==> src/rtl/interrupt_dispatch_sequencer_pkg.sv <==
// rtl/interrupt_dispatch_sequencer_pkg.sv - shared types and vector arithmetic for interrupt dispatch
package cpu_int_pkg;

  typedef enum logic [2:0] {IDLE, WAIT, PUSH_HI, PUSH_LO, JUMP} int_state_t;

  localparam int INT_VECTOR_W    = 16;
  localparam int INT_NUM_SOURCES = 5;
  localparam int INT_IDX_W       = $clog2(INT_NUM_SOURCES);

  // Vector arithmetic wraps at 16 bits, matching the PC width.
  function automatic logic [INT_VECTOR_W-1:0] int_vector(
    input logic [INT_VECTOR_W-1:0] base,
    input logic [INT_VECTOR_W-1:0] stride,
    input logic [7:0]              idx
  );
    return base + stride * {8'h00, idx};
  endfunction

endpackage

==> src/rtl/interrupt_dispatch_sequencer_prio.sv <==
// rtl/interrupt_dispatch_sequencer_prio.sv - combinational lowest-index-wins priority encoder
module int_priority_encoder #(
  parameter int N = 5,
  parameter int W = 3
) (
  input  logic [N-1:0] i_Pend,
  output logic [W-1:0] o_Sel,
  output logic         o_Any
);

  always_comb begin
    o_Sel = '0;
    for (int i = N - 1; i >= 0; i--) begin
      if (i_Pend[i]) o_Sel = W'(i);
    end
  end

  assign o_Any = |i_Pend;

endmodule

==> src/rtl/interrupt_dispatch_sequencer.sv <==
// rtl/interrupt_dispatch_sequencer.sv - interrupt arbiter and multi-M-cycle dispatch sequencer
// Optional INT_DISPATCH_CANCEL_EN: re-select the source after the high-byte push, allowing a cancelled dispatch.
module interrupt_dispatch_sequencer
  import cpu_int_pkg::*;
#(
  parameter int                      NUM_SOURCES   = 5,
  parameter logic [INT_VECTOR_W-1:0] VECTOR_BASE   = 16'h0040,
  parameter int                      VECTOR_STRIDE = 8,
  parameter int                      WAIT_CYCLES   = 2
) (
  input  logic                    i_Clk,
  input  logic                    i_Reset_n,
  input  logic                    i_M_Step,
  input  logic                    i_Boundary,
  input  logic                    i_IME,
  input  logic [NUM_SOURCES-1:0]  i_IF,
  input  logic [NUM_SOURCES-1:0]  i_IE,
  output logic                    o_Busy,
  output logic                    o_Wake,
  output logic                    o_Push_Hi,
  output logic                    o_Push_Lo,
  output logic                    o_Set_PC,
  output logic [INT_VECTOR_W-1:0] o_Vector,
  output logic [NUM_SOURCES-1:0]  o_Ack,
  output logic                    o_DI,
  output logic                    o_IR_Fetch
);

  localparam int IDX_W = (NUM_SOURCES > 1) ? $clog2(NUM_SOURCES) : 1;

  logic [NUM_SOURCES-1:0] w_pend;
  logic [IDX_W-1:0]       w_sel;
  logic                   w_any;
  logic                   w_trigger;

  int_state_t       r_state;
  logic [1:0]       r_wait_cnt;
  logic [IDX_W-1:0] r_idx;
  logic             r_valid;

  assign w_pend    = i_IF & i_IE;
  assign w_trigger = i_IME & w_any & i_Boundary & i_M_Step;
  assign o_Wake    = w_any;

  int_priority_encoder #(
    .N (NUM_SOURCES),
    .W (IDX_W)
  ) u_prio (
    .i_Pend (w_pend),
    .o_Sel  (w_sel),
    .o_Any  (w_any)
  );

  // Outputs are registered alongside the state so each micro-op spans exactly its M-cycle.
  always_ff @(posedge i_Clk or negedge i_Reset_n) begin
    if (!i_Reset_n) begin
      r_state    <= IDLE;
      r_wait_cnt <= 2'd0;
      r_idx      <= '0;
      r_valid    <= 1'b0;
      o_Busy     <= 1'b0;
      o_Push_Hi  <= 1'b0;
      o_Push_Lo  <= 1'b0;
      o_Set_PC   <= 1'b0;
      o_Vector   <= '0;
      o_Ack      <= '0;
      o_DI       <= 1'b0;
      o_IR_Fetch <= 1'b0;
    end else begin
      o_DI  <= 1'b0;
      o_Ack <= '0;
      case (r_state)
        IDLE: begin
          if (w_trigger) begin
            r_idx      <= w_sel;
            r_valid    <= 1'b1;
            r_wait_cnt <= 2'd0;
            o_DI       <= 1'b1;
            o_Busy     <= 1'b1;
            if (WAIT_CYCLES == 0) begin
              r_state   <= PUSH_HI;
              o_Push_Hi <= 1'b1;
            end else begin
              r_state <= WAIT;
            end
          end
        end
        WAIT: begin
          if (i_M_Step) begin
            if (r_wait_cnt == 2'(WAIT_CYCLES - 1)) begin
              r_state   <= PUSH_HI;
              o_Push_Hi <= 1'b1;
            end else begin
              r_wait_cnt <= r_wait_cnt + 2'd1;
            end
          end
        end
        PUSH_HI: begin
          if (i_M_Step) begin
            r_state   <= PUSH_LO;
            o_Push_Hi <= 1'b0;
            o_Push_Lo <= 1'b1;
`ifdef INT_DISPATCH_CANCEL_EN
            r_idx   <= w_sel;
            r_valid <= w_any;
`endif
          end
        end
        PUSH_LO: begin
          if (i_M_Step) begin
            r_state    <= JUMP;
            o_Push_Lo  <= 1'b0;
            o_Set_PC   <= 1'b1;
            o_IR_Fetch <= 1'b1;
            o_Vector   <= r_valid ? int_vector(VECTOR_BASE, INT_VECTOR_W'(VECTOR_STRIDE), 8'(r_idx))
                                  : '0;
          end
        end
        JUMP: begin
          if (i_M_Step) begin
            r_state    <= IDLE;
            o_Set_PC   <= 1'b0;
            o_IR_Fetch <= 1'b0;
            o_Vector   <= '0;
            o_Busy     <= 1'b0;
            if (r_valid) o_Ack <= NUM_SOURCES'(1) << r_idx;
          end
        end
        default: r_state <= IDLE;
      endcase
    end
  end

endmodule

==> config.mk <==
export PLATFORM = sky130hd
export DESIGN_NAME = interrupt_dispatch_sequencer
export DESIGN_NICKNAME = d
export VERILOG_FILES = /design/src/rtl/interrupt_dispatch_sequencer_pkg.sv /design/src/rtl/interrupt_dispatch_sequencer_prio.sv /design/src/rtl/interrupt_dispatch_sequencer.sv
export SDC_FILE = /design/constraint.sdc
export NUM_CORES = 1
export LEC_CHECK = 0
export ABC_AREA = 1
export BUFFER_PORTS_ARGS = -buffer_cell sky130_fd_sc_hd__buf_4
export CAP_MARGIN = 20
export CORE_MARGIN = 5
export CORE_UTILIZATION = 48
export DETAILED_ROUTE_END_ITERATION = 12
export PLACE_DENSITY = 0.85
export SYNTH_ARGS = -nofsm -noshare
export SYNTH_HDL_FRONTEND = slang
export SYNTH_SLANG_ARGS = --single-unit
==> constraint.sdc <==
create_clock -name i_Clk -period 1.5 [get_ports i_Clk]
set_input_delay 0.45 -clock i_Clk [delete_from_list [all_inputs] [get_ports i_Clk]]
set_output_delay 0.45 -clock i_Clk [all_outputs]
set_load 0.02 [all_outputs]
==> results of run 1 <==
[per-stage QoR]
step	hold WS (ns)	total power [W]	TNS (ns)
after floorplan	0.154	0.00175	0
after global placement	0.352	0.00203	0
after detailed placement	0.354	0.00209	0
after CTS	0.00191	0.00238	0
after global routing	0.00244	0.00257	-0.0102
final	0.00490	0.00236	0
[worst max-delay path, stage by stage]
cell	delay (ns)
buf_4	0.12
nand2_2	0.07
nand2_2	0.07
nor2_2	0.11
nand2_2	0.06
buf_6	0.13
[registers in the layout, indices dropped and copies added (netlist names)]
name,count
o_Ack,5
o_Vector,4
r_idx,3
r_state,3
r_wait_cnt,2
o_Busy,1
o_DI,1
o_IR_Fetch,1
o_Push_Hi,1
o_Push_Lo,1
r_valid,1
[final cells by class]
cell class / instances / area (µm²)
Multi-Input combinational cell: 92 / 460
Clock buffer: 3 / 22.5
Clock inverter: 1 / 5.00
Tap cell: 28 / 35.0
Timing Repair Buffer: 33 / 251
Sequential cell: 23 / 576
Inverter: 14 / 52.6
Fill cell: 186 / 831
[power by group]
part	leakage (nW)	internal (W)	switching (W)
logic	0.417	0.000421	0.000669
clock network	0.0177	0.0000997	0.000179
registers	0.293	0.000829	0.000165
total	0.728	0.00135	0.00101
[layout by cell type, fill, tap and decap left out, types with 2 or more instances in the layout]
master	netlist	final
nand4_1	3	3
a21oi_1	3	3
inv_1	11	11
o21ai_1	5	5
conb_1	1	12
or2_1	3	3
nor2_1	6	6
clkbuf_4	0	3
o21ai_0	5	5
nand2_2	6	9
nand3_1	11	11
inv_2	3	3
buf_4	13	32
nand2_1	25	22
nor2_2	2	2
dfrtp_1	23	23
nor3_1	4	4
[kinds of logic (layout without fill, tap and decap cells)]
kind of cell               count (synthesis)  count (layout)  share of synthesized area, %
DFF                                       23              23                          50.6
and+or+nand+nor                           64              64                          27.6
adders and majority gates                  1               1                          1.10
AOI/OAI and AO/OA                         15              15                          7.15
other                                      1              12                         0.330
buffers and inverters                     27              51                          13.2
[per-layer routing]
| layer | up-vias | share of wire (%) |
|---|---|---|
| li1 | 479 | - |
| met1 | 424 | 41 |
| met2 | 42 | 48 |
| met3 | 2 | 9.4 |
| met4 | 0 | 1.4 |
| met5 | - | 0 |
[final timing paths]
path	depth (start not counted)	slack, ns	endpoint	startpoint
max	6	0.05	o_Wake	i_IF[3]
min	1	0.005	r_state[2]	i_Reset_n
max reg2reg	7	0.11	r_wait_cnt[0]	r_wait_cnt[0]
min reg2reg	1	0.47	o_Ack[0]	r_idx[2]
max in group asynchronous	1	1.28	o_Ack[2]	i_Reset_n
min in group i_Clk	2	0.38	r_state[2]	i_M_Step
[timing repair]
item,in CTS,in global routing
setup buffers,0,1
gates resized for setup,0,4
setup endpoints to repair,0,1
==> flow_summary.json, run 1 <==
{
  "power.ir.vdd_worst_mv": 0.814,
  "path_max_fanout": 2,
  "cts.path.max_buffers": 2,
  "numCtsBuffers": 3,
  "core_mm2": 0.00223,
  "nets": 183,
  "hold_buffers": 0,
  "syn_to_final_growth_pct": 23.3,
  "final_area_mm2": 0.00140,
  "grt.total_usage_pct": 14.9,
  "vias": 947,
  "setup_slack_ns": 0.0480,
  "synthesis.area_mm2": 0.00114,
  "synth_edf_count": 0,
  "io_buffers": 30,
  "slew_violations": 0,
  "cts.clk_slew.worst_paths_ns": 0.12,
  "arrival_ns": 1.00,
  "n_antenna_cell": 0,
  "ys.flop_type": "dfrtp_1",
  "synth_cell_types": 23,
  "synth_top_area_share_pct": 50.6,
  "use_met3_pct": 3.73,
  "avgSynthCellArea_um2": 8.68,
  "drc_errors": 0,
  "cp.required_ns": 1.05,
  "synth.most_common_cell": "nand2_1",
  "min_period_ns": 1.45,
  "synth_area_leaders": "dfrtp_1 51%, buf_4 8.6%, nand2_1 8.3%",
  "path_class": "in2out",
  "cts_tree": "yes",
  "status": "complete, no violations",
  "final.setup_skew_ns": 0.00347,
  "hold_class": "in2async",
  "antenna_found_initial": 0,
  "synthArstFlopShare_pct": 100,
  "viasPerCell": 4.88,
  "hold_violations": 0,
  "place_inst": 189,
  "first_iter_violations": 22,
  "drive_gt1_share_pct": 32.5,
  "cap_violations": 0,
  "htreeDepth": 1,
  "placementRows": 17,
  "grt_pass1_wl_um": 3860,
  "start_util_pct": 50.9,
  "synth_largest_area_cell": "dfrtp_1",
  "die_w_um": 58.7,
  "startpoint_type": "input pin",
  "syn-instance-count": 131,
  "ys_ff_latch": 23,
  "grt_start_max_net_pins": 24,
  "die_y_um": 58.7,
  "stdcell_count": 194,
  "drtAntennaViolNets": 0,
  "gr-total-overflow": 0,
  "placed_cell_area_mm2": 0.00136,
  "hpwl_um": 1810,
  "power.leakage_nw": 0.728,
  "clock-root-buffer": "clkbuf_4",
  "drtPass1Iterations": 4,
  "powerDensity_mw_per_mm2": 1680,
  "end_kind": "primary output",
  "yosysWarnings": 0,
  "gp_congestion": 0.916,
  "clock_latency_ns": 0.31,
  "wl_per_cell_um": 11.7,
  "clock_sinks": 23,
  "totalWireLength_um": 2280,
  "pre_cts_ws_ns": 0.00815,
  "fin_crit_sh_pct": 96.8,
  "yosysSeqAreaShare_pct": 50.6,
  "utilization_pct": 62.8,
  "dieArea_mm2": 0.00344,
  "met1_usage_pct": 18.0,
  "setup-violations-final": 0,
  "grt_pass1_vias": 875,
  "synthTopCellsByCount": "25 x nand2_1, 23 x dfrtp_1, 13 x buf_4, 11 x inv_1, 11 x nand3_1",
  "busiest_layer": "met2",
  "fmax_mhz": 689,
  "ioPinCount": 43,
  "use_met2_pct": 23.1
}
No activity file was read; power rests on OpenSTA's default activity.
==> inputs of run 2 (changes only) <==
CORE_MARGIN = 2   (was 5)
==> run 2 against run 1 <==
The flow now finishes with violations (hold timing). Sequential share of layout area did not move. Sequential power about the same. Via count increased by 0.63%. Worst hold slack got worse by 0.011 ns. Fmax shrank 0.70%. Die area fell by 19%. Setup slack worse by 0.010 ns. Final cell count decreased by 0.52%. Combinational power hardly changed. Largest cell class unchanged. Largest power group unchanged. Highest routed layer unchanged.
==> flow_summary.json, run 2 (same netlist as run 1, synthesis figures left out) <==
{
  "grt_start_max_net_pins": 24,
  "setup-violations-final": 0,
  "hold_class": "in2async",
  "pre_cts_ws_ns": -0.0185,
  "cts_tree": "yes",
  "hold_ws_ns": -0.00659,
  "drive_gt1_share_pct": 33.3,
  "grt_pass1_vias": 850,
  "multi_input_area_um2": 465,
  "path_class": "in2out",
  "antenna_found_initial": 0,
  "hpwl_um": 1710,
  "power.ir.vdd_worst_mv": 0.949,
  "cts_setup_buffers": 0,
  "cap_violations": 0,
  "r2r.worst_path.cells": 7,
  "drtAntennaViolNets": 0,
  "wl_per_cell_um": 11.4,
  "num-fill-cells": 192,
  "path_max_fanout": 2,
  "gp_congestion": 0.890,
  "final_common_cell": "buf_4",
  "seq_area_um2": 576,
  "placementRows": 17,
  "powerDensity_mw_per_mm2": 1700,
  "io_buffers": 30,
  "hold_violations": 23,
  "power.leakage_nw": 0.721,
  "drtPass1Iterations": 4,
  "startpoint_type": "input pin",
  "totalWireLength_um": 2190,
  "fmax_mhz": 684,
  "place_inst": 189,
  "die_y_um": 52.7,
  "status": "finished, violations left",
  "largestRegisters": "o_Ack (5), o_Vector (4)",
  "reg2reg_slack_ns": 0.11,
  "cts.clk_slew.worst_paths_ns": 0.12,
  "end_kind": "primary output",
  "drc_errors": 0,
  "clock_latency_ns": 0.32,
  "largest_reg_flops": 5,
  "nets": 182,
  "n_antenna_cell": 0,
  "dieArea_mm2": 0.00277,
  "r2r-end": "r_wait_cnt[1]",
  "grt_pass1_wl_um": 3620,
  "violations": "hold timing",
  "fin_crit_sh_pct": 97.5,
  "syn_to_final_growth_pct": 23.3,
  "final.setup_skew_ns": 0.00147,
  "final_cell_mix": "31 x buf_4, 23 x dfrtp_1, 20 x nand2_1",
  "viasPerCell": 4.94,
  "vias": 953,
  "timing.rr.start": "r_wait_cnt[0]",
  "die_w_um": 52.7,
  "clock_sinks": 23,
  "arrival_ns": 1.01,
  "min_period_ns": 1.46,
  "largest_register": "o_Ack",
  "gr-total-overflow": 0,
  "hold_buffers": 0,
  "numCtsBuffers": 3,
  "clock-root-buffer": "clkbuf_4",
  "first_iter_violations": 17,
  "stdcell_count": 193,
  "grt.total_usage_pct": 17.9,
  "setup_slack_ns": 0.0378,
  "core_mm2": 0.00223,
  "cts.path.max_buffers": 2,
  "htreeDepth": 1,
  "ioPinCount": 43,
  "grt_setup_unrepaired": "false",
  "slew_violations": 0,
  "start_util_pct": 50.9,
  "cp.required_ns": 1.05
}
run 2: area by class of cell:
type / instances / area share [%]
clock buffers: 3 / 1.61
clock inverters: 1 / 0.535
inverters: 14 / 3.75
multi-input cells: 92 / 33.2
flip-flops and latches: 23 / 41.0
well taps: 28 / 2.50
repair buffers: 32 / 17.4
run 2: power breakdown:
part / internal, W / switching (W)
Combinational: 0.000419 / 0.000686
Clock: 0.000102 / 0.000186
Sequential: 0.000829 / 0.000165
Total: 0.00135 / 0.00104
run 2: worst max-delay path by stage:
| stage | startpoint | end | cells after the start |
|---|---|---|---|
| after floorplan | i_IF[0] | r_wait_cnt[0] | 9 |
| after global placement | i_IF[1] | o_Wake | 6 |
| after detailed placement | i_IF[1] | o_Wake | 6 |
| after CTS | i_IF[3] | o_Wake | 6 |
| after global routing | i_IF[3] | o_Wake | 6 |
| final | i_IF[3] | o_Wake | 6 |
run 2: worst max-delay path: stages:
cell and delay (ns):
buf_4 0.12, nand2_2 0.07, nand2_2 0.06, nor2_2 0.11, nand2_2 0.07, buf_6 0.13
run 2: metrics by stage:
step | util, % | cell area (µm²) | TNS (ns) | power, W
2_1_floorplan | - | 1180 | 0 | 0.00175
3_3_place_gp | 60.7 | 1360 | 0 | 0.00203
3_5_place_dp | 60.7 | 1360 | -0.0185 | 0.00209
4_1_cts | 62.3 | 1390 | 0 | 0.00238
5_1_grt | 62.8 | 1400 | 0 | 0.00256
6_report | 62.8 | 1400 | 0 | 0.00239
run 2: timing repair:
| action | in CTS | in global routing |
|---|---|---|
| pin swaps | 0 | 1 |
| gates cloned | 0 | 0 |
| resized for setup | 2 | 4 |
| setup endpoints to repair | 1 | 1 |
run 2: metal layers:
| layer | global-route usage (%) | routed length [µm] |
|---|---|---|
| met1 | 19.9 | 860 |
| met2 | 32.9 | 1120 |
| met3 | 1.43 | 156 |
| met4 | 10.3 | 57 |
| met5 | 0 | 0 |
